### src/rtl/dvsdcls_sub_seq_if.sv
// Operand/result handshake bundle for the sequential subtractor.
// The master drives the operands and accepts the result; the slave is the datapath.
interface dvsdcls_sub_seq_if #(
    parameter int WIDTH = 16
);
    logic             in_valid;
    logic             in_ready;
    logic [WIDTH-1:0] a;
    logic [WIDTH-1:0] b;
    logic             bin;
    logic             out_valid;
    logic             out_ready;
    logic [WIDTH-1:0] diff;
    logic             bout;
    logic             ovf;

    modport master (
        output in_valid, a, b, bin, out_ready,
        input  in_ready, out_valid, diff, bout, ovf
    );

    modport slave (
        input  in_valid, a, b, bin, out_ready,
        output in_ready, out_valid, diff, bout, ovf
    );
endinterface

### src/rtl/dvsdcls_sub_seq.sv
// Multi-cycle a - b - bin subtractor: one 4-bit borrow-lookahead slice per clock,
// valid/ready handshake on both operand and result sides.
module dvsdcls_sub_seq #(
    parameter int WIDTH = 16
) (
    input  logic              clk,
    input  logic              rst_n,
    dvsdcls_sub_seq_if.slave  bus
);
    localparam int N   = WIDTH / 4;
    localparam int KW  = (N > 1) ? $clog2(N) : 1;
    localparam int MSB = WIDTH - 1;

    typedef enum logic [1:0] {IDLE, RUN, HOLD} state_t;

    state_t           state_q;
    logic [WIDTH-1:0] a_q;
    logic [WIDTH-1:0] b_q;
    logic [WIDTH-1:0] res_q;
    logic [WIDTH-1:0] res_d;
    logic [WIDTH-1:0] diff_q;
    logic [KW-1:0]    k_q;
    logic             br_q;
    logic             bout_q;
    logic             ovf_q;

    logic [3:0]       sl_a;
    logic [3:0]       sl_b;
    logic [3:0]       sl_d;
    logic [4:0]       sl_br;
    logic             last_slice;

    // Flat two-level borrow lookahead: every borrow is a direct SOP of g/p/br0.
    function automatic logic [4:0] borrow_lookahead(input logic [3:0] x,
                                                    input logic [3:0] y,
                                                    input logic       b0);
        logic [3:0] g;
        logic [3:0] p;
        logic [4:0] br;
        g     = ~x & y;
        p     = ~(x ^ y);
        br[0] = b0;
        br[1] = g[0] | (p[0] & b0);
        br[2] = g[1] | (p[1] & g[0]) | (p[1] & p[0] & b0);
        br[3] = g[2] | (p[2] & g[1]) | (p[2] & p[1] & g[0])
              | (p[2] & p[1] & p[0] & b0);
        br[4] = g[3] | (p[3] & g[2]) | (p[3] & p[2] & g[1])
              | (p[3] & p[2] & p[1] & g[0]) | (p[3] & p[2] & p[1] & p[0] & b0);
        return br;
    endfunction

    always_comb begin
        sl_a       = a_q[int'(k_q) * 4 +: 4];
        sl_b       = b_q[int'(k_q) * 4 +: 4];
        sl_br      = borrow_lookahead(sl_a, sl_b, br_q);
        sl_d       = sl_a ^ sl_b ^ sl_br[3:0];
        res_d      = res_q;
        res_d[int'(k_q) * 4 +: 4] = sl_d;
        last_slice = (k_q == KW'(N - 1));
    end

    always_ff @(posedge clk or negedge rst_n) begin
        if (!rst_n) begin
            state_q <= IDLE;
            a_q     <= '0;
            b_q     <= '0;
            res_q   <= '0;
            k_q     <= '0;
            br_q    <= 1'b0;
            diff_q  <= '0;
            bout_q  <= 1'b0;
            ovf_q   <= 1'b0;
        end else begin
            case (state_q)
                IDLE: begin
                    if (bus.in_valid) begin
                        a_q     <= bus.a;
                        b_q     <= bus.b;
                        br_q    <= bus.bin;
                        k_q     <= '0;
                        state_q <= RUN;
                    end
                end
                RUN: begin
                    res_q <= res_d;
                    br_q  <= sl_br[4];
                    k_q   <= k_q + 1'b1;
                    // Result registers only move here, so they hold through IDLE/RUN.
                    if (last_slice) begin
                        diff_q  <= res_d;
                        bout_q  <= sl_br[4];
                        ovf_q   <= (a_q[MSB] != b_q[MSB]) && (res_d[MSB] != a_q[MSB]);
                        state_q <= HOLD;
                    end
                end
                HOLD: begin
                    if (bus.out_ready) begin
                        state_q <= IDLE;
                    end
                end
                default: state_q <= IDLE;
            endcase
        end
    end

    assign bus.in_ready  = (state_q == IDLE);
    assign bus.out_valid = (state_q == HOLD);
    assign bus.diff      = diff_q;
    assign bus.bout      = bout_q;
    assign bus.ovf       = ovf_q;
endmodule

### src/flat_wrapper.sv
// flat-port wrapper written by rule: the top's interface ports become plain ports
module dvsdcls_sub_seq_flat 
#(
    parameter int WIDTH = 16
)
  (clk, rst_n, bus_in_valid, bus_a, bus_b, bus_bin, bus_out_ready, bus_in_ready, bus_out_valid, bus_diff, bus_bout, bus_ovf);
  dvsdcls_sub_seq_if #(.WIDTH(WIDTH)) bus_i ();
  input  logic clk;
  input  logic rst_n;
  input wire logic [$bits(bus_i.in_valid)-1:0] bus_in_valid;
  input wire logic [$bits(bus_i.a)-1:0] bus_a;
  input wire logic [$bits(bus_i.b)-1:0] bus_b;
  input wire logic [$bits(bus_i.bin)-1:0] bus_bin;
  input wire logic [$bits(bus_i.out_ready)-1:0] bus_out_ready;
  output wire logic [$bits(bus_i.in_ready)-1:0] bus_in_ready;
  output wire logic [$bits(bus_i.out_valid)-1:0] bus_out_valid;
  output wire logic [$bits(bus_i.diff)-1:0] bus_diff;
  output wire logic [$bits(bus_i.bout)-1:0] bus_bout;
  output wire logic [$bits(bus_i.ovf)-1:0] bus_ovf;
  assign bus_i.in_valid = bus_in_valid;
  assign bus_i.a = bus_a;
  assign bus_i.b = bus_b;
  assign bus_i.bin = bus_bin;
  assign bus_i.out_ready = bus_out_ready;
  assign bus_in_ready = bus_i.in_ready;
  assign bus_out_valid = bus_i.out_valid;
  assign bus_diff = bus_i.diff;
  assign bus_bout = bus_i.bout;
  assign bus_ovf = bus_i.ovf;
  dvsdcls_sub_seq #(.WIDTH(WIDTH)) u_core (.clk(clk), .rst_n(rst_n), .bus(bus_i));
endmodule
### config.mk
export PLATFORM = sky130hd
export DESIGN_NAME = dvsdcls_sub_seq_flat
export DESIGN_NICKNAME = d
export VERILOG_FILES = /design/src/rtl/dvsdcls_sub_seq_if.sv /design/src/rtl/dvsdcls_sub_seq.sv /design/src/flat_wrapper.sv
export SDC_FILE = /design/constraint.sdc
export NUM_CORES = 1
export LEC_CHECK = 0
export CORE_UTILIZATION = 45
export CTS_CLUSTER_DIAMETER = 200
export DETAILED_ROUTE_END_ITERATION = 16
export PLACE_DENSITY = 0.71
export SLEW_MARGIN = 40
export SYNTH_ARGS = -nofsm -noshare
export SYNTH_HDL_FRONTEND = slang
export SYNTH_SLANG_ARGS = --single-unit
### constraint.sdc
create_clock -name clk -period 3.6 [get_ports clk]
set_input_delay 1.08 -clock clk [delete_from_list [all_inputs] [get_ports clk]]
set_output_delay 1.08 -clock clk [all_outputs]
set_load 0.01 [all_outputs]
# Word level (Yosys, flattened, before mapping)
# Index checks and enable logic that the tools add are counted.
[word_totals] regBits=71 output_inout_bits=20 wordCells=70
[op_classes] n_addsub=2 n_eq_ne=8 shift=4 mux=9 n_bitwise=31 reduce_logical=7
[ops] cell="negator 4 -> 33 bit" n=1
[ops] cell="variable shift 4 x 33 -> 16 bit, first input constant" n=1
[ops] cell="variable part select 4 x 33 -> 16 bit" n=1
[ops] cell="variable part select 16 x 5 -> 4 bit" n=2
[ops] cell="bitwise AND 1 bit" n=16
[ops] cell="bitwise mux 16 bit" n=1
[ops] cell="OR 1 bit" n=10
[ops] cell="two-way mux 2 bit" n=4
[ops] cell="inverter 4 bit" n=2
[ops] cell="XOR 4 bit" n=2
[ops] cell="one-hot mux 2 bit (3 select lines)" n=1
[ops] cell="AND reduction 2 bit" n=3
[ops] cell="bitwise AND 4 bit" n=1
[ops] cell="equality test 2 bit, second input constant" n=2
[ops] cell="inequality test 2 bit, second input constant" n=2
[ops] cell="one-hot mux 2 bit (2 select lines)" n=1
[ops] cell="AND reduction 3 bit" n=1
[ops] cell="adder 2 x 1 -> 2 bit, second input constant" n=1
[ops] cell="equality test 2 x 1 -> 1 bit, second input constant" n=1
[ops] cell="zero test 2 bit" n=1
[ops] cell="inequality test 1 bit" n=2
[ops] cell="inequality test 2 x 1 -> 1 bit, second input constant" n=1
[ops] cell="one-hot mux 1 bit (2 select lines)" n=1
[ops] cell="nonzero test 2 bit" n=1
[ops] cell="other kinds (2)" n=2

# Logic depth before layout (Yosys ltp)
[depth] ltp_word=12 ltp_mapped=8 depth_no_buf=7

# Worst setup path before layout
# OpenSTA, ideal clock, no wires.
[synth_timing] path_kind="register -> register" startpoint="register u_core.k_q[0]" endpoint="register u_core.res_q[7]" setup_ps=122 arrival_ps=2655 required_time_ps=3478 slack_ps=823 path_stages_with_launch=8 period_less_slack_ps=2777 cell_sequence="dfrtp_1 > buf_2 > mux4_2 > ha_1 > and3_1 > a221o_1 > or2_1 > a32o_1"
[synth_via] elab_chain_len=10
[synth_lines] item="start: declaration" line_no="dvsdcls_sub_seq.sv:22" text="logic [KW-1:0] k_q;"
[synth_lines] item="start signal: assignment" line_no="dvsdcls_sub_seq.sv:87" text="k_q <= k_q + 1'b1;"
[synth_lines] item="variable part select 16 x 5 -> 4 bit (on tied branches)" line_no="dvsdcls_sub_seq.sv:53, dvsdcls_sub_seq.sv:54"
[synth_lines] item="XOR 4 bit / inverter 4 bit (equally long branches)" line_no="dvsdcls_sub_seq.sv:41, dvsdcls_sub_seq.sv:56, dvsdcls_sub_seq.sv:40"
[synth_lines] item="inverter 4 bit / bitwise AND 4 bit (equally long branches)" line_no="dvsdcls_sub_seq.sv:41, dvsdcls_sub_seq.sv:40"
[synth_lines] item="bitwise AND 1 bit (on tied branches)" line_no="dvsdcls_sub_seq.sv:45, dvsdcls_sub_seq.sv:46"
[synth_lines] item="OR 1 bit, or another cell as far along" line_no="dvsdcls_sub_seq.sv:45" text="br[3] = g[2] | (p[2] & g[1]) | (p[2] & p[1] & g[0])"
[synth_lines] item="OR 1 bit / bitwise AND 1 bit (equally long branches)" line_no="dvsdcls_sub_seq.sv:45, dvsdcls_sub_seq.sv:46"
[synth_lines] item="OR 1 bit" line_no="dvsdcls_sub_seq.sv:46" text="| (p[2] & p[1] & p[0] & b0);"
[synth_lines] item="XOR 4 bit" line_no="dvsdcls_sub_seq.sv:56" text="sl_d = sl_a ^ sl_b ^ sl_br[3:0];"
[synth_lines] item="variable part select 4 x 33 -> 16 bit" line_no="dvsdcls_sub_seq.sv:58" text="res_d[int'(k_q) * 4 +: 4] = sl_d;"
[synth_lines] item="bitwise mux 16 bit *" line_no="dvsdcls_sub_seq.sv:58"
[synth_lines] item="end signal: assignment" line_no="dvsdcls_sub_seq.sv:85" text="res_q <= res_d;"
[synth_lines] item="end: declaration" line_no="dvsdcls_sub_seq.sv:19" text="logic [WIDTH-1:0] res_q;"
# Mark *: on every way between the ends. The rest lies on a longest branch, timed or not.
# A chain may end at the register's enable or synchronous reset.

# Final worst setup path
# Ends and elaborated chain as after synthesis.

==> results.cfg <==
[status]
result_of_the_run = finished, violations left
violations = design-rule violations

[sta]
tns_setup_ns = 0
drv_slew = 0
tcrit_tclk_final = 0.791
achievable-frequency_ghz = 0.351
count_of_final_hold_check_violations = 0
maxSlewHeadroom = 0.488
setup_violations = 0
unrepaired_setup_endpoints_after_global_routing = no
tightest_slew_ns = 0.765
finalClockSkew_ns = 0.0107
post-route-min-period_ns = 2.85

[synthesis]
synth-edff-count = 0
synth_cell_type_count = 40
synth.area.top_cells = sky130_fd_sc_hd__dfrtp_1 53%, sky130_fd_sc_hd__mux2_2 11%, sky130_fd_sc_hd__mux4_2 5.4%
syn-instance-count = 270
async_flop_share = 1.00
number_of_warnings_printed_during_yosys_synthesis = 0
yosys_register_bits = 71
synth_top_flop_cell = sky130_fd_sc_hd__dfrtp_1
mean_post_synth_cell_area_um2 = 12.4
synth_fp_nets = 318
synth.yosys.seq_area_share = 0.531
post-synth-top-area-cell = sky130_fd_sc_hd__dfrtp_1
synth.top_cell.area_share = 0.531
synth.cell_area_um2 = 3340

[cells_and_area]
final_layout_size_suffix_gt1_frac = 0.203
num-fill-cells = 605
num_antenna_cells = 0
syn_to_final_growth_pct = 26.6
fin_nets = 378

[grt]
global_route.usage.total = 0.207
grt_first_pass_wirelength_um = 12000
first_global_vias = 2434
maximum_number_of_pins_on_one_net_before_global_route_repair = 39
grt_remaining_overflow = 0
grt_antenna_before_repair = 0

[clock_network]
path_clk_slew_ns = 0.07
clock_root_buffer = sky130_fd_sc_hd__clkbuf_8
clock_latency_ns = 0.34
numCtsBuffers = 9
tritoncts = yes
cts.sink_count = 71
htree_levels = 3
cts_buffer_depth = 2
cts.repair_timing.setup_buffer_count = 0
cts_hold_repair.buffers = 0
ctsResizeCount = 0

[placed_design]
placement.io_buffers = 56
hpwl_um = 5070
gp_congestion = 0.839

[detailed_routing]
drt_wl_total_um = 7160
via_count = 2382
ant_nets = 0
drc = 2
drt_first_iter_violations = 141
pre_antenna_drt_iters = 10
routed_via_density = 5.49
wl_per_cell_um = 16.5

[worst_setup_path]
critical_path.reg2reg.endpoint = u_core.res_q[7]$_DFFE_PN0P_
path_max_fanout = 16
worst-setup-path-type = reg2reg
crit_required_ns = 3.83
reg_to_reg_slack_setup_ns = 0.75
critical_path.endpoint_type = flip-flop
cp-start-kind = flip-flop
worst-r2r-cell-count = 6
rr_startpoint = u_core.k_q[0]$_DFFE_PN0P_
timing.critical_path.slowest_stage_cell = sky130_fd_sc_hd__dfrtp_2
crit_path_max_incr_delay_ns = 0.65
worst_path_cell_chain = mux4_2 > ha_1 > a21o_1 > a221o_1 > or2_1 > a32o_1
worst-endpoint-arrival_ns = 3.08

[min_path]
hold-path-cell-count = 2
hp-start = u_core.res_q[15]$_DFFE_PN0P_
hold_class = reg2reg
holdPathEnd = u_core.res_q[15]$_DFFE_PN0P_

[floorplanning]
placeableCoreArea_um2 = 7210
floorplan.die_area_um2 = 7780
rows = 31
initial_core_util = 0.464
ios = 57
fp.dieW_um = 88.2
die_height_um = 88.2

[pwr]
power.density_cell_area_nw_per_um2 = 1060
clkPwrFrac = 0.153
power.share.combinational = 0.521
netSwitchingFraction = 0.401
total_switching_power_mw = 1.80
cell_internal_power_mw = 2.68
power_frac_seq = 0.326
p_leak_nw = 1.78
power_mw = 4.48
vdd_ir_drop_max_mv = 0.507

[run]
cap_viol_max_count = 0
==> cell usage in the layout, fill, tap and decap left out, types with 10 or more instances in the layout <==
cell type and n:
sky130_fd_sc_hd__dfrtp_1 70, sky130_fd_sc_hd__clkdlybuf4s50_1 55, sky130_fd_sc_hd__mux2_2 32, sky130_fd_sc_hd__nor2_1 29
sky130_fd_sc_hd__a21oi_1 14, sky130_fd_sc_hd__o21ai_0 13, sky130_fd_sc_hd__inv_1 11, sky130_fd_sc_hd__nand2b_1 10
sky130_fd_sc_hd__ha_1 10
==> sequential cells by signal, summed over array words and instances (netlist names) <==
name,flops
u_core.a_q,16
u_core.b_q,16
u_core.br_q,1
u_core.bus.bout,1
u_core.bus.diff,16
u_core.bus.ovf,1
u_core.k_q,2
u_core.res_q,16
u_core.state_q,2
==> layout make-up <==
| cell class | count | area (um2) | share of cell area |
|---|---|---|---|
| Clock inverter | 6 | 85.1 | 0.0201 |
| Clock buffer | 10 | 128 | 0.0301 |
| Tap cell | 99 | 124 | 0.0292 |
| Sequential cell | 71 | 1780 | 0.420 |
| Timing Repair Buffer | 60 | 601 | 0.142 |
| Multi-Input combinational cell | 176 | 1480 | 0.348 |
| Inverter | 12 | 45.0 | 0.0106 |
==> synthesized netlist by cell type (5+ instances only) <==
master                      n
sky130_fd_sc_hd__mux4_2     8
sky130_fd_sc_hd__nand2_1    9
sky130_fd_sc_hd__a21oi_1   14
sky130_fd_sc_hd__mux2_2    32
sky130_fd_sc_hd__a221oi_1   5
sky130_fd_sc_hd__nor2_1    29
sky130_fd_sc_hd__o21ai_0   13
sky130_fd_sc_hd__inv_1     11
sky130_fd_sc_hd__a32o_1     7
sky130_fd_sc_hd__buf_2      9
sky130_fd_sc_hd__ha_1      10
sky130_fd_sc_hd__nand2b_1  10
sky130_fd_sc_hd__dfrtp_1   71
sky130_fd_sc_hd__a22o_1     8
==> worst max path at each step <==
stage	start	end	slack, ns	cells after the start
2_1_floorplan	u_core.k_q[0]$_DFFE_PN0P_	u_core.res_q[7]$_DFFE_PN0P_	0.82	7
3_3_place_gp	u_core.k_q[0]$_DFFE_PN0P_	u_core.res_q[7]$_DFFE_PN0P_	0.64	6
3_5_place_dp	u_core.k_q[0]$_DFFE_PN0P_	u_core.res_q[7]$_DFFE_PN0P_	0.50	6
4_1_cts	u_core.k_q[0]$_DFFE_PN0P_	u_core.res_q[7]$_DFFE_PN0P_	0.51	6
5_1_grt	u_core.k_q[0]$_DFFE_PN0P_	u_core.res_q[7]$_DFFE_PN0P_	0.64	7
6_report	u_core.k_q[0]$_DFFE_PN0P_	u_core.res_q[7]$_DFFE_PN0P_	0.75	6
==> critical path: cells and delay by family, from the launching register on <==
family / cells / cell delay, ns
AOI/OAI and AO/OA: 3 / 0.85
DFF: 1 / 0.65
muxes: 1 / 0.61
adders and majority gates: 1 / 0.33
and+or+nand+nor: 1 / 0.30
==> power by group through the flow <==
stage	logic (mW)	registers, mW	clock network [mW]
finish	2.34	1.46	0.687
global route	2.56	1.52	0.739
CTS	2.33	1.46	0.703
detailed placement	2.32	1.48	0
global placement	2.25	1.47	0
floorplan	1.62	1.41	0
==> logic make-up after synthesis <==
kind of cell / Yosys count / synth area share
AOI/OAI and AO/OA: 62 / 0.129
buffers and inverters: 23 / 0.0292
and+or+nand+nor: 62 / 0.103
muxes: 40 / 0.162
DFF: 71 / 0.531
xor gates and xnor gates: 1 / 0.00262
adders and majority gates: 11 / 0.0434
==> through the flow <==
stage | area [um2] | util | hold WS (ns) | cells | setup WS, ns
2_1_floorplan | 3340 | - | 0.451 | 270 | 0.823
3_3_place_gp | 4020 | 0.557 | 0.466 | 418 | 0.636
3_5_place_dp | 4020 | 0.557 | 0.474 | 418 | 0.504
4_1_cts | 4230 | 0.587 | 0.490 | 434 | 0.509
5_1_grt | 4240 | 0.587 | 0.518 | 434 | 0.636
6_report | 4240 | 0.587 | 0.492 | 434 | 0.752
==> routing by layer <==
metal	track usage	routed length (um)	up-vias
li1	-	-	1107
met1	0.274	3190	1194
met2	0.333	3570	74
met3	0.0560	335	7
met4	0.0674	68	0
met5	0	0	-
(Power assumes the default switching activity.)
